**src/rtl/verify_input_loader_pkg.sv**
```systemverilog
// Shared definitions for the verify input loader: FSM states and the
// word-count / address-width derivations from the security level.
package verify_input_loader_pkg;

  localparam int WORD_BITS = 32;

  typedef enum logic [2:0] {
    S_IDLE    = 3'd0,
    S_LD_SEED = 3'd1,
    S_LD_H2   = 3'd2,
    S_KICK    = 3'd3,
    S_WAIT    = 3'd4,
    S_FIN     = 3'd5
  } state_e;

  // Never returns 0 so that a count of 1 still yields a legal 1-bit vector.
  function automatic int clog2_min1(input int n);
    return (n > 1) ? $clog2(n) : 1;
  endfunction

  function automatic int seed_words(input int lambda);
    return lambda / WORD_BITS;
  endfunction

  function automatic int h2_words(input int lambda);
    return (2 * lambda) / WORD_BITS;
  endfunction

endpackage

```
**src/rtl/verify_input_loader_if.sv**
```systemverilog
// Signature word stream (valid/ready) between the input FIFO and the loader.
interface verify_input_loader_if;
  import verify_input_loader_pkg::*;

  logic [WORD_BITS-1:0] sig_data;
  logic                 sig_valid;
  logic                 sig_ready;

  modport master (output sig_data, output sig_valid, input sig_ready);
  modport slave  (input sig_data, input sig_valid, output sig_ready);

endinterface

```
**src/rtl/verify_input_loader_watchdog.sv**
```systemverilog
// Clearable cycle counter that flags when a verify run has taken
// TIMEOUT_CYCLES cycles; a TIMEOUT_CYCLES of 0 never expires.
module verify_input_loader_watchdog
  import verify_input_loader_pkg::*;
#(
  parameter int TIMEOUT_CYCLES = 2**24
) (
  input  logic i_clk,
  input  logic i_rst,
  input  logic i_clear,
  input  logic i_enable,
  output logic o_expire
);

  localparam int            CW   = clog2_min1(TIMEOUT_CYCLES);
  localparam logic [CW-1:0] LAST = CW'(TIMEOUT_CYCLES - 1);

  logic [CW-1:0] r_cnt;

  always_ff @(posedge i_clk or negedge i_rst) begin
    if (!i_rst) begin
      r_cnt <= '0;
    end else if (i_clear) begin
      r_cnt <= '0;
    end else if (i_enable) begin
      r_cnt <= r_cnt + 1'b1;
    end
  end

  assign o_expire = (TIMEOUT_CYCLES != 0) && (r_cnt == LAST);

endmodule

```
**src/rtl/verify_input_loader.sv**
```systemverilog
// Feeds one signature into verify: seed_h words, then h2 words, then a start
// pulse, and waits for verify done under a watchdog.
module verify_input_loader
  import verify_input_loader_pkg::*;
#(
  parameter int LAMBDA         = 128,
  parameter int TIMEOUT_CYCLES = 2**24
) (
  input  logic                                   i_clk,
  input  logic                                   i_rst,
  input  logic                                   i_start,
  verify_input_loader_if.slave                   sig_if,
  output logic                                   o_seed_h_wr_en,
  output logic [clog2_min1(LAMBDA)-1:0]          o_seed_h_addr,
  output logic [WORD_BITS-1:0]                   o_seed_h,
  output logic                                   o_h2_wr_en,
  output logic [clog2_min1(h2_words(LAMBDA))-1:0] o_h2_addr,
  output logic [WORD_BITS-1:0]                   o_h2,
  output logic                                   o_verify_start,
  input  logic                                   i_verify_done,
  output logic                                   o_busy,
  output logic                                   o_done,
  output logic                                   o_err
);

  localparam int SEED_WORDS = seed_words(LAMBDA);
  localparam int H2_WORDS   = h2_words(LAMBDA);
  localparam int SAW        = clog2_min1(LAMBDA);
  localparam int WCW        = clog2_min1(H2_WORDS);

  state_e               r_state;
  state_e               w_next_state;
  logic [WCW-1:0]       r_word_cnt;
  logic                 r_seed_h_wr_en;
  logic [SAW-1:0]       r_seed_h_addr;
  logic [WORD_BITS-1:0] r_seed_h;
  logic                 r_h2_wr_en;
  logic [WCW-1:0]       r_h2_addr;
  logic [WORD_BITS-1:0] r_h2;
  logic                 r_verify_start;
  logic                 r_err;
  logic                 w_accept;
  logic                 w_last_seed;
  logic                 w_last_h2;
  logic                 w_wd_clear;
  logic                 w_wd_enable;
  logic                 w_wd_expire;
  logic                 w_err_set;

  assign sig_if.sig_ready = (r_state == S_LD_SEED) || (r_state == S_LD_H2);
  assign w_accept         = sig_if.sig_valid && sig_if.sig_ready;
  assign w_last_seed      = (r_word_cnt == WCW'(SEED_WORDS - 1));
  assign w_last_h2        = (r_word_cnt == WCW'(H2_WORDS - 1));

  verify_input_loader_watchdog #(
    .TIMEOUT_CYCLES(TIMEOUT_CYCLES)
  ) u_watchdog (
    .i_clk    (i_clk),
    .i_rst    (i_rst),
    .i_clear  (w_wd_clear),
    .i_enable (w_wd_enable),
    .o_expire (w_wd_expire)
  );

  always_ff @(posedge i_clk or negedge i_rst) begin
    if (!i_rst) begin
      r_state <= S_IDLE;
    end else begin
      r_state <= w_next_state;
    end
  end

  // A done arriving on the expiry cycle is checked first, so it wins over o_err.
  always_comb begin
    w_next_state = r_state;
    w_wd_clear   = 1'b0;
    w_wd_enable  = 1'b0;
    w_err_set    = 1'b0;
    case (r_state)
      S_IDLE:    if (i_start) w_next_state = S_LD_SEED;
      S_LD_SEED: if (w_accept && w_last_seed) w_next_state = S_LD_H2;
      S_LD_H2:   if (w_accept && w_last_h2) w_next_state = S_KICK;
      S_KICK: begin
        w_next_state = S_WAIT;
        w_wd_clear   = 1'b1;
      end
      S_WAIT: begin
        if (i_verify_done) begin
          w_next_state = S_FIN;
        end else if (w_wd_expire) begin
          w_next_state = S_IDLE;
          w_err_set    = 1'b1;
        end else begin
          w_wd_enable = 1'b1;
        end
      end
      S_FIN:   w_next_state = S_IDLE;
      default: w_next_state = S_IDLE;
    endcase
  end

  // Write port address/data hold their last value between strobes.
  always_ff @(posedge i_clk or negedge i_rst) begin
    if (!i_rst) begin
      r_word_cnt     <= '0;
      r_seed_h_wr_en <= 1'b0;
      r_seed_h_addr  <= '0;
      r_seed_h       <= '0;
      r_h2_wr_en     <= 1'b0;
      r_h2_addr      <= '0;
      r_h2           <= '0;
      r_verify_start <= 1'b0;
      r_err          <= 1'b0;
    end else begin
      r_seed_h_wr_en <= 1'b0;
      r_h2_wr_en     <= 1'b0;
      r_verify_start <= (r_state == S_KICK);
      r_err          <= w_err_set;
      if (r_state == S_IDLE) begin
        r_word_cnt <= '0;
      end
      if (w_accept && (r_state == S_LD_SEED)) begin
        r_seed_h_wr_en <= 1'b1;
        r_seed_h_addr  <= SAW'(r_word_cnt);
        r_seed_h       <= sig_if.sig_data;
        r_word_cnt     <= w_last_seed ? '0 : r_word_cnt + 1'b1;
      end
      if (w_accept && (r_state == S_LD_H2)) begin
        r_h2_wr_en <= 1'b1;
        r_h2_addr  <= r_word_cnt;
        r_h2       <= sig_if.sig_data;
        r_word_cnt <= w_last_h2 ? '0 : r_word_cnt + 1'b1;
      end
    end
  end

  assign o_seed_h_wr_en = r_seed_h_wr_en;
  assign o_seed_h_addr  = r_seed_h_addr;
  assign o_seed_h       = r_seed_h;
  assign o_h2_wr_en     = r_h2_wr_en;
  assign o_h2_addr      = r_h2_addr;
  assign o_h2           = r_h2;
  assign o_verify_start = r_verify_start;
  assign o_err          = r_err;
  assign o_done         = (r_state == S_FIN);
  assign o_busy         = (r_state != S_IDLE);

endmodule

```
**src/flat_wrapper.sv**
```systemverilog
// flat-port wrapper written by rule: the top's interface ports become plain ports
module verify_input_loader_flat import verify_input_loader_pkg::*;
#(
  parameter int LAMBDA         = 128,
  parameter int TIMEOUT_CYCLES = 2**24
)
  (i_clk, i_rst, i_start, o_seed_h_wr_en, o_seed_h_addr, o_seed_h, o_h2_wr_en, o_h2_addr, o_h2, o_verify_start, i_verify_done, o_busy, o_done, o_err, sig_if_sig_data, sig_if_sig_valid, sig_if_sig_ready);
  verify_input_loader_if sig_if_i ();
  input  logic i_clk;
  input  logic i_rst;
  input  logic i_start;
  output logic o_seed_h_wr_en;
  output logic [clog2_min1(LAMBDA)-1:0] o_seed_h_addr;
  output logic [WORD_BITS-1:0] o_seed_h;
  output logic o_h2_wr_en;
  output logic [clog2_min1(h2_words(LAMBDA))-1:0] o_h2_addr;
  output logic [WORD_BITS-1:0] o_h2;
  output logic o_verify_start;
  input  logic i_verify_done;
  output logic o_busy;
  output logic o_done;
  output logic o_err;
  input wire logic [$bits(sig_if_i.sig_data)-1:0] sig_if_sig_data;
  input wire logic [$bits(sig_if_i.sig_valid)-1:0] sig_if_sig_valid;
  output wire logic [$bits(sig_if_i.sig_ready)-1:0] sig_if_sig_ready;
  assign sig_if_i.sig_data = sig_if_sig_data;
  assign sig_if_i.sig_valid = sig_if_sig_valid;
  assign sig_if_sig_ready = sig_if_i.sig_ready;
  verify_input_loader #(.LAMBDA(LAMBDA), .TIMEOUT_CYCLES(TIMEOUT_CYCLES)) u_core (.i_clk(i_clk), .i_rst(i_rst), .i_start(i_start), .sig_if(sig_if_i), .o_seed_h_wr_en(o_seed_h_wr_en), .o_seed_h_addr(o_seed_h_addr), .o_seed_h(o_seed_h), .o_h2_wr_en(o_h2_wr_en), .o_h2_addr(o_h2_addr), .o_h2(o_h2), .o_verify_start(o_verify_start), .i_verify_done(i_verify_done), .o_busy(o_busy), .o_done(o_done), .o_err(o_err));
endmodule
```
**config.mk**
```make
export PLATFORM = sky130hd
export DESIGN_NAME = verify_input_loader_flat
export DESIGN_NICKNAME = d
export VERILOG_FILES = /design/src/rtl/verify_input_loader_pkg.sv /design/src/rtl/verify_input_loader_if.sv /design/src/rtl/verify_input_loader_watchdog.sv /design/src/rtl/verify_input_loader.sv /design/src/flat_wrapper.sv
export SDC_FILE = /design/constraint.sdc
export NUM_CORES = 1
export LEC_CHECK = 0
export ABC_CLOCK_PERIOD_IN_PS = 2800
export CORE_AREA = 2 2 118 131
export CTS_CLUSTER_DIAMETER = 40
export DETAILED_ROUTE_END_ITERATION = 6
export DIE_AREA = 0 0 120 133
export HOLD_SLACK_MARGIN = 0.12
export PLACE_DENSITY = 0.58
export SLEW_MARGIN = 10
export SYNTH_ARGS = -nofsm -noshare
export SYNTH_HDL_FRONTEND = slang
export SYNTH_SLANG_ARGS = --single-unit
```
**constraint.sdc**
```tcl
create_clock -name i_clk -period 2.8 [get_ports i_clk]
set_clock_uncertainty 0.2 [all_clocks]
set_input_delay 0.7 -clock i_clk [delete_from_list [all_inputs] [get_ports i_clk]]
set_output_delay 0.7 -clock i_clk [all_outputs]
set_load 0.01 [all_outputs]
```
; ---- Word level (Yosys, flattened, before mapping)
; Index checks and enable logic that the tools add are counted.
[totals]
in_bits = 37
register_bits = 104
[classes]
n_mux = 22
reduce_logical = 11
n_addsub = 2
n_eq_ne = 12
[ops]
columns = op, n
row1 = $mux W24, 2
row2 = $mux W3, 10
row3 = $add A24 B1 Y24 const B, 1
row4 = $eq A24 B24 Y1 const B, 1
row5 = $pmux W3 S5, 1
row6 = $eq A3 B2 Y1 const B, 3
row7 = $eq A3 B3 Y1 const B, 3
row8 = $mux W1, 9
row9 = $ne A2 B2 Y1 const B, 3
row10 = $reduce_bool A3 Y1, 2
row11 = $logic_and A1 B1 Y1, 5
row12 = $reduce_and A4 Y1, 1
row13 = $add A3 B1 Y3 const B, 1
row14 = $eq A3 B1 Y1 const B, 1
row15 = $logic_not A3 Y1, 1
row16 = $ne A3 B3 Y1 const B, 1
row17 = $reduce_bool A2 Y1, 1
row18 = $logic_or A1 B1 Y1, 1

; ---- Logic depth before layout (Yosys ltp)
[logic_depth]
word_depth = 6
ltp_mapped = 8

; ---- Modules after synthesis
; From an unflattened synthesis, not the netlist that was laid out.
[unflattened]
cells_unflattened = 334
area_unflattened_um2 = 4563.1
[by_module_without_submodules]
columns = mod, area_each_um2, instances, cells_each
row1 = verify_input_loader, 3279.4, 1, 204
row2 = verify_input_loader_watchdog, 1283.7, 1, 130

; ---- Least setup slack after synthesis
; No wires, ideal clock.
[synth_path]
path_kind = input to register
start = in i_verify_done
end = reg u_core.u_watchdog.r_cnt[17]
required_time_ns = 2.468
setup_time_ns = 0.132
stages = 6
path_slack_ns = 0.423
arrival_ns = 2.045
cell_sequence = or4b_1 > buf_6 > nor4_4 > o2111ai_1 > xor2_1 > nor2_1
[synth_via]
elab_chain_len = 3
[synth_lines]
columns = item, line_no
row1 = start: declaration, flat_wrapper.sv:19  ; input logic i_verify_done;
row2 = $mux W1, verify_input_loader.sv:88  ; if (i_verify_done) begin
row3 = $mux W1, verify_input_loader.sv:79  ; case (r_state)
row4 = $reduce_bool A2 Y1 (no line), --
row5 = end signal: assignment, verify_input_loader_watchdog.sv:26  ; r_cnt <= r_cnt + 1'b1;
row6 = end: declaration, verify_input_loader_watchdog.sv:18  ; logic [CW-1:0] r_cnt;
; No other way between the ends.
; A chain may end at the register's enable or synchronous reset.

; ---- Worst setup path in the final report
[layout_path]
start = reg u_core.r_state[0]
end = out sig_if_sig_ready
[layout_via]
elab_chain_len = 2
[layout_lines]
columns = item, line_no
row1 = start: declaration, verify_input_loader.sv:31  ; state_e r_state;
row2 = start signal: assignment, verify_input_loader.sv:69  ; r_state <= w_next_state;
row3 = $eq A3 B1 Y1 / $eq A3 B2 Y1 (equally long branches), verify_input_loader.sv:50  ; assign sig_if.sig_ready = (r_state == S_LD_SEED) || (r_state == S_LD_H2);
row4 = $logic_or A1 B1 Y1 *, verify_input_loader.sv:50
row5 = end: declaration, flat_wrapper.sv:25  ; output wire logic [$bits(sig_if_i.sig_ready)-1:0] sig_if_sig_ready;
; Mark *: on every way between the ends. The rest lies on a longest branch, timed or not.

==> flow_summary_export.csv <==
group,metric,value,unit
run_status,status,"completed",
placed_design,place_area,5880,um^2
sta,drv_slew,0,
sta,min_period,2690,ps
global_routing,grt_pass1_vias,3317,
critical_path,critical_path_required,1900,ps
route,drt-pass1-iter-count,4,
route,wl_per_cell,15.4,um
critical_path,worst_path_largest_cell_delay,550,ps
min_path,holdCritStartpoint,"u_core.u_watchdog.r_cnt[11]",
power,p_total,5.69,mW
global_routing,gr-total-overflow,0,
critical_path,slowest_stage,"clkdlybuf4s50_1",
route,drc_errors,0,
critical_path,cp_top_family,"buffers and inverters",
synthesis,synth_ff_type,"dfrtp_1",
floorplan,ios,118,
placed_design,io_buffers,113,
clocking,root_buffer,"clkbuf_16",
min_path,whs_endpoint,"u_core.u_watchdog.r_cnt[11]",
route,ant_nets,0,
floorplan,die_x,120,um
synthesis,synth_edf_count,0,
synthesis,syn_inst,338,
global_routing,antenna_found_initial,0,
synthesis,synth_top_area_cell,"dfrtp_1",
critical_path,reg2reg_slack,440,ps
critical_path,arrival,1790,ps
route,routed_wl,10200,um
sta,rsz0062_at_grt,"no",
synthesis,synth_top_area_share,0.585,
clocking,numCtsBuffers,9,
floorplan,die_y,133,um
sta,fin_crit_sh,0.962,
placed_design,hpwl,7140,um
sta,tns,0,ps
floorplan,dieArea,16000,um^2
critical_path,crit_path_end_kind,"output port",
critical_path,start_kind,"flop",
clocking,clk_latency,350,ps
critical_path,cp_cell_sequence,"or2b_1, a21oi_2, clkdlybuf4s50_1",
synthesis,synthTopCellsByArea,"dfrtp_1, mux2_2, xor2_1, nor2_1, ha_1",
sta,finalSetupViolCount,0,
clocking,clock_path_buffers,2,
floorplan,core_area,14800,um^2
critical_path,cp_max_fo,11,
synthesis,yosys_warnings,0,
layout,area_growth,38.8,%
route,via_count,3084,
layout,fillers,1414,
global_routing,grt_usage,0.134,
synthesis,ys_types,49,
clocking,cts_tree,"yes",
synthesis,yosysSeqAreaShare,0.585,
global_routing,grt_pass1_wl,16900,um
power,vdd_drop_max,0.434,mV
run,drv_cap,0,
route,first_iter_violations,118,
min_path,min_path_type,"flop to flop",
power,p_leak,2.66,nW
layout,n_antenna_cell,0,
critical_path,cp_num_buf_inv,1,
synthesis,syn_area_per_cell,13.2,um^2
floorplan,start_util,0.302,
clocking,clock-sinks,104,
synthesis,ys_seq_elements,104,
synthesis,async_flop_share,1.00,
placed_design,gp_congestion,0.789,
synthesis,syn-cell-area,4450,um^2
clocking,htree_levels,3,
layout,nNetsFinal,503,
layout,final_cell_area,6180,um^2
sta,hold_violations,0,
power,p_per_area,921,nW/um^2
critical_path,reg2regPathDepth,6,
route,routed_via_density,4.66,
critical_path,r2r-end,"u_core.u_watchdog.r_cnt[0]",
global_routing,grt_max_degree,48,
min_path,hold_path_depth,1,
critical_path,path_class,"flop to output port",
floorplan,num_rows,47,
critical_path,r2r-start,"u_core.u_watchdog.r_cnt[0]",
sta,fmax,0.371,GHz
layout,drive_gt1_frac,0.240,
clocking,clkTransAtPathRegs,70,ps
==> per-layer routing <==
metal	vias to the layer above	GRT usage	share of wire
met5	-	0	0
met4	0	0.0523	0.017
met1	1556	0.157	0.42
met3	11	0.0578	0.071
li1	1437	-	-
met2	80	0.217	0.49
==> per-stage QoR <==
stage	hold WS, ps	instances	setup WS, ps	util
floorplan	204	341	423	-
detailed placement	279	645	-166	0.398
global route	323	662	16.9	0.418
CTS	290	662	1.13	0.418
finish	288	662	108	0.418
global placement	275	645	-127	0.398
==> kinds of logic after synthesis <==
logic type	share of synthesized area
adder cells (fa/ha/maj)	0.0141
other	0.000843
multiplexers	0.188
AO/OA/AOI/OAI	0.0470
flip-flops	0.585
buffers and inverters	0.0287
XOR/XNOR	0.0276
AND/OR/NAND/NOR	0.109
==> final cells by class <==
| cell class | instances | area, um^2 | share of cell area |
|---|---|---|---|
| timing repair buffer | 127 | 1270 | 0.206 |
| multi-input combinational | 214 | 1750 | 0.283 |
| inverter | 5 | 18.8 | 0.00304 |
| clock inverter | 6 | 45.0 | 0.00729 |
| clock buffer | 10 | 239 | 0.0387 |
| sequential | 104 | 2610 | 0.422 |
| tap | 196 | 245 | 0.0397 |
==> cells in the mapped netlist, drive strengths merged (5+ instances only) <==
master,n
buf,16
dfrtp,104
ha,5
mux2,70
mux2i,5
nand2,16
nand3,7
nand4,11
nor2,25
o21ai,9
xor2,14
==> what timing repair did <==
item	CTS	global route
resized for setup	0	3
setup buffers	0	0
hold buffers	1	0
endpoints found under the hold margin	32	0
endpoints found under the setup margin	0	1
==> sequential cells by signal (all words and copies together), names as in the netlist, 3 cells and up <==
name                     cells
u_core.o_h2_addr             3
u_core.u_watchdog.r_cnt     24
u_core.o_seed_h_addr         3
u_core.r_word_cnt            3
u_core.r_state               3
u_core.o_h2                 32
u_core.o_seed_h             32
==> cells in the final DEF (no fill, tap or decap), types with 5 or more instances in the layout <==
master,Yosys,final
mux2i_1,5,5
mux2_2,70,70
ha_1,5,5
nand3_1,7,7
xor2_1,14,14
buf_4,4,11
nand2_1,16,16
o21ai_0,7,7
dfrtp_1,104,102
nand4_1,10,10
clkdlybuf4s50_1,0,112
nor2_1,24,22
clkbuf_16,0,9
==> how the worst max path moves through the flow <==
stage                                 start                     endpoint  slack (ps)  cells past startpoint
after floorplan               i_verify_done  u_core.u_watchdog.r_cnt[17]         420                      6
after global placement        i_verify_done  u_core.u_watchdog.r_cnt[17]        -130                      7
after detailed placement      i_verify_done  u_core.u_watchdog.r_cnt[14]        -170                      7
after CTS                 u_core.r_state[1]             sig_if_sig_ready           1                      3
after global routing      u_core.r_state[0]             sig_if_sig_ready          20                      3
final                     u_core.r_state[0]             sig_if_sig_ready         110                      3
==> where the power goes <==
| group | internal [mW] | switching (mW) | leakage [nW] | total, mW |
|---|---|---|---|---|
| logic | 1.34 | 0.801 | 1.21 | 2.14 |
| clock network | 0.629 | 0.577 | 0.131 | 1.21 |
| registers | 2.02 | 0.323 | 1.32 | 2.34 |
No activity file was read; power rests on OpenSTA's default activity.
==> RTL edit, RTL diff (same flow settings) <==
`LAMBDA` is set to 128 in 2 places; all go to 256.
--- a/src/rtl/verify_input_loader.sv
+++ b/src/rtl/verify_input_loader.sv
@@ -5,3 +5,3 @@
 #(
-  parameter int LAMBDA         = 128,
+  parameter int LAMBDA         = 256,
   parameter int TIMEOUT_CYCLES = 2**24
--- a/src/flat_wrapper.sv
+++ b/src/flat_wrapper.sv
@@ -3,3 +3,3 @@
 #(
-  parameter int LAMBDA         = 128,
+  parameter int LAMBDA         = 256,
   parameter int TIMEOUT_CYCLES = 2**24
Ports: changed (resized o_h2_addr and o_seed_h_addr); port bits go from 118 to 120. The function was not compared with the original's and may differ.
==> RTL edit against the unedited design <==
  * Wire length grew 4.1%
  * Final area is 2.8% higher
  * Power is 5.4% lower
  * Setup slack improved by 0.0017 ns
  * Core utilization increased by 1.2 points
  * Sequential power fell by 4%
  * Clock power rose by 13%
  * Synthesized cell count rose by 7.7%
  * Critical path depth unchanged
  * Die area unchanged
  * Final cell count rose by 2.7%
  * Area after synthesis is 3.7% higher
  * Sequential cell count is 3 higher
  * Critical path type unchanged
==> RTL edit: results (changes against the unedited design) <==
[final_layout]
seq_area_sq_um=2680  ; was 2610 sq um
fillCellCount=1357  ; was 1,414
layout.comb_gates.multi_input=233  ; was 214
drive_gt1_share_pct=21.9  ; was 24.0%
nonClkBufAreaFrac_pct=19.9  ; was 20.6%
nClkBuffers=9  ; was 10
nets=519  ; was 503
signal_buffers=124  ; was 127
clock_area_share_pct=5.07  ; was 4.60%

[routing]
routed_wl_microns=10600  ; was 10,200 microns
vias=3247  ; was 3,084

[grt]
track_usage_pct=14.0  ; was 13.4%
grt_pass1_vias=3355  ; was 3,317
grt_max_degree=41  ; was 48

[pwr]
clockPowerShare_pct=25.4  ; was 21.2%
ir_worst_vdd_mv=0.320  ; was 0.434 mV
p_leak_nw=2.73  ; was 2.66 nW
pwr-share-seq_pct=41.6  ; was 41.2%

[yosys]
synth_xor_area_share_pct=2.47  ; was 2.76%
synth_fa_ha_area_share_pct=0.542  ; was 1.41%
syn_inst=364  ; was 338
synthMuxAreaShare_pct=18.7  ; was 18.8%
synthTopCellsByArea=dfrtp_1 58%, mux2_2 18%, xnor2_1 2.1%  ; was dfrtp_1 58%, mux2_2 18%, xor2_1 2.8%

[placement]
dpl.cell_count=665  ; was 645
place_congestion=0.811  ; was 0.789
dpl.hpwl_microns=7380  ; was 7140 microns
place.port_buffers=115  ; was 113
placed_area_sq_um=6020  ; was 5880 sq um

[critical_path]
max_stage_delay_ns=0.57  ; was 0.55 ns
rr_endpoint=u_core.u_watchdog.r_cnt[6]  ; was u_core.u_watchdog.r_cnt[0]

[status]
outcome=finished clean  ; unchanged

==> RTL edit: what timing repair did <==
action / CTS / global route
setup endpoints to repair: 1 / 1
gates cloned: 0 / 0
hold endpoints to repair: 0 / 0
gates resized for setup: 2 / 1
==> RTL edit: per-layer routing <==
metal  vias to the layer above  wire length, microns  global-route usage, %  share of wire (%)
met4                         0                   251                   6.14                2.4
met3                        18                   561                   2.67                5.3
met1                      1600                  4840                   18.9                 46
met5                         -                     0                      0                  0
met2                       106                  4930                   22.0                 47
li1                       1523                     -                      -                  -
==> RTL edit: stage by stage <==
step / setup slack [ns] / power (W)
after global routing: 0.00810 / 0.00572
after floorplan: 0.623 / 0.00306
final: 0.109 / 0.00538
after CTS: 0.0146 / 0.00546
after detailed placement: 0.0240 / 0.00406
after global placement: 0.118 / 0.00402
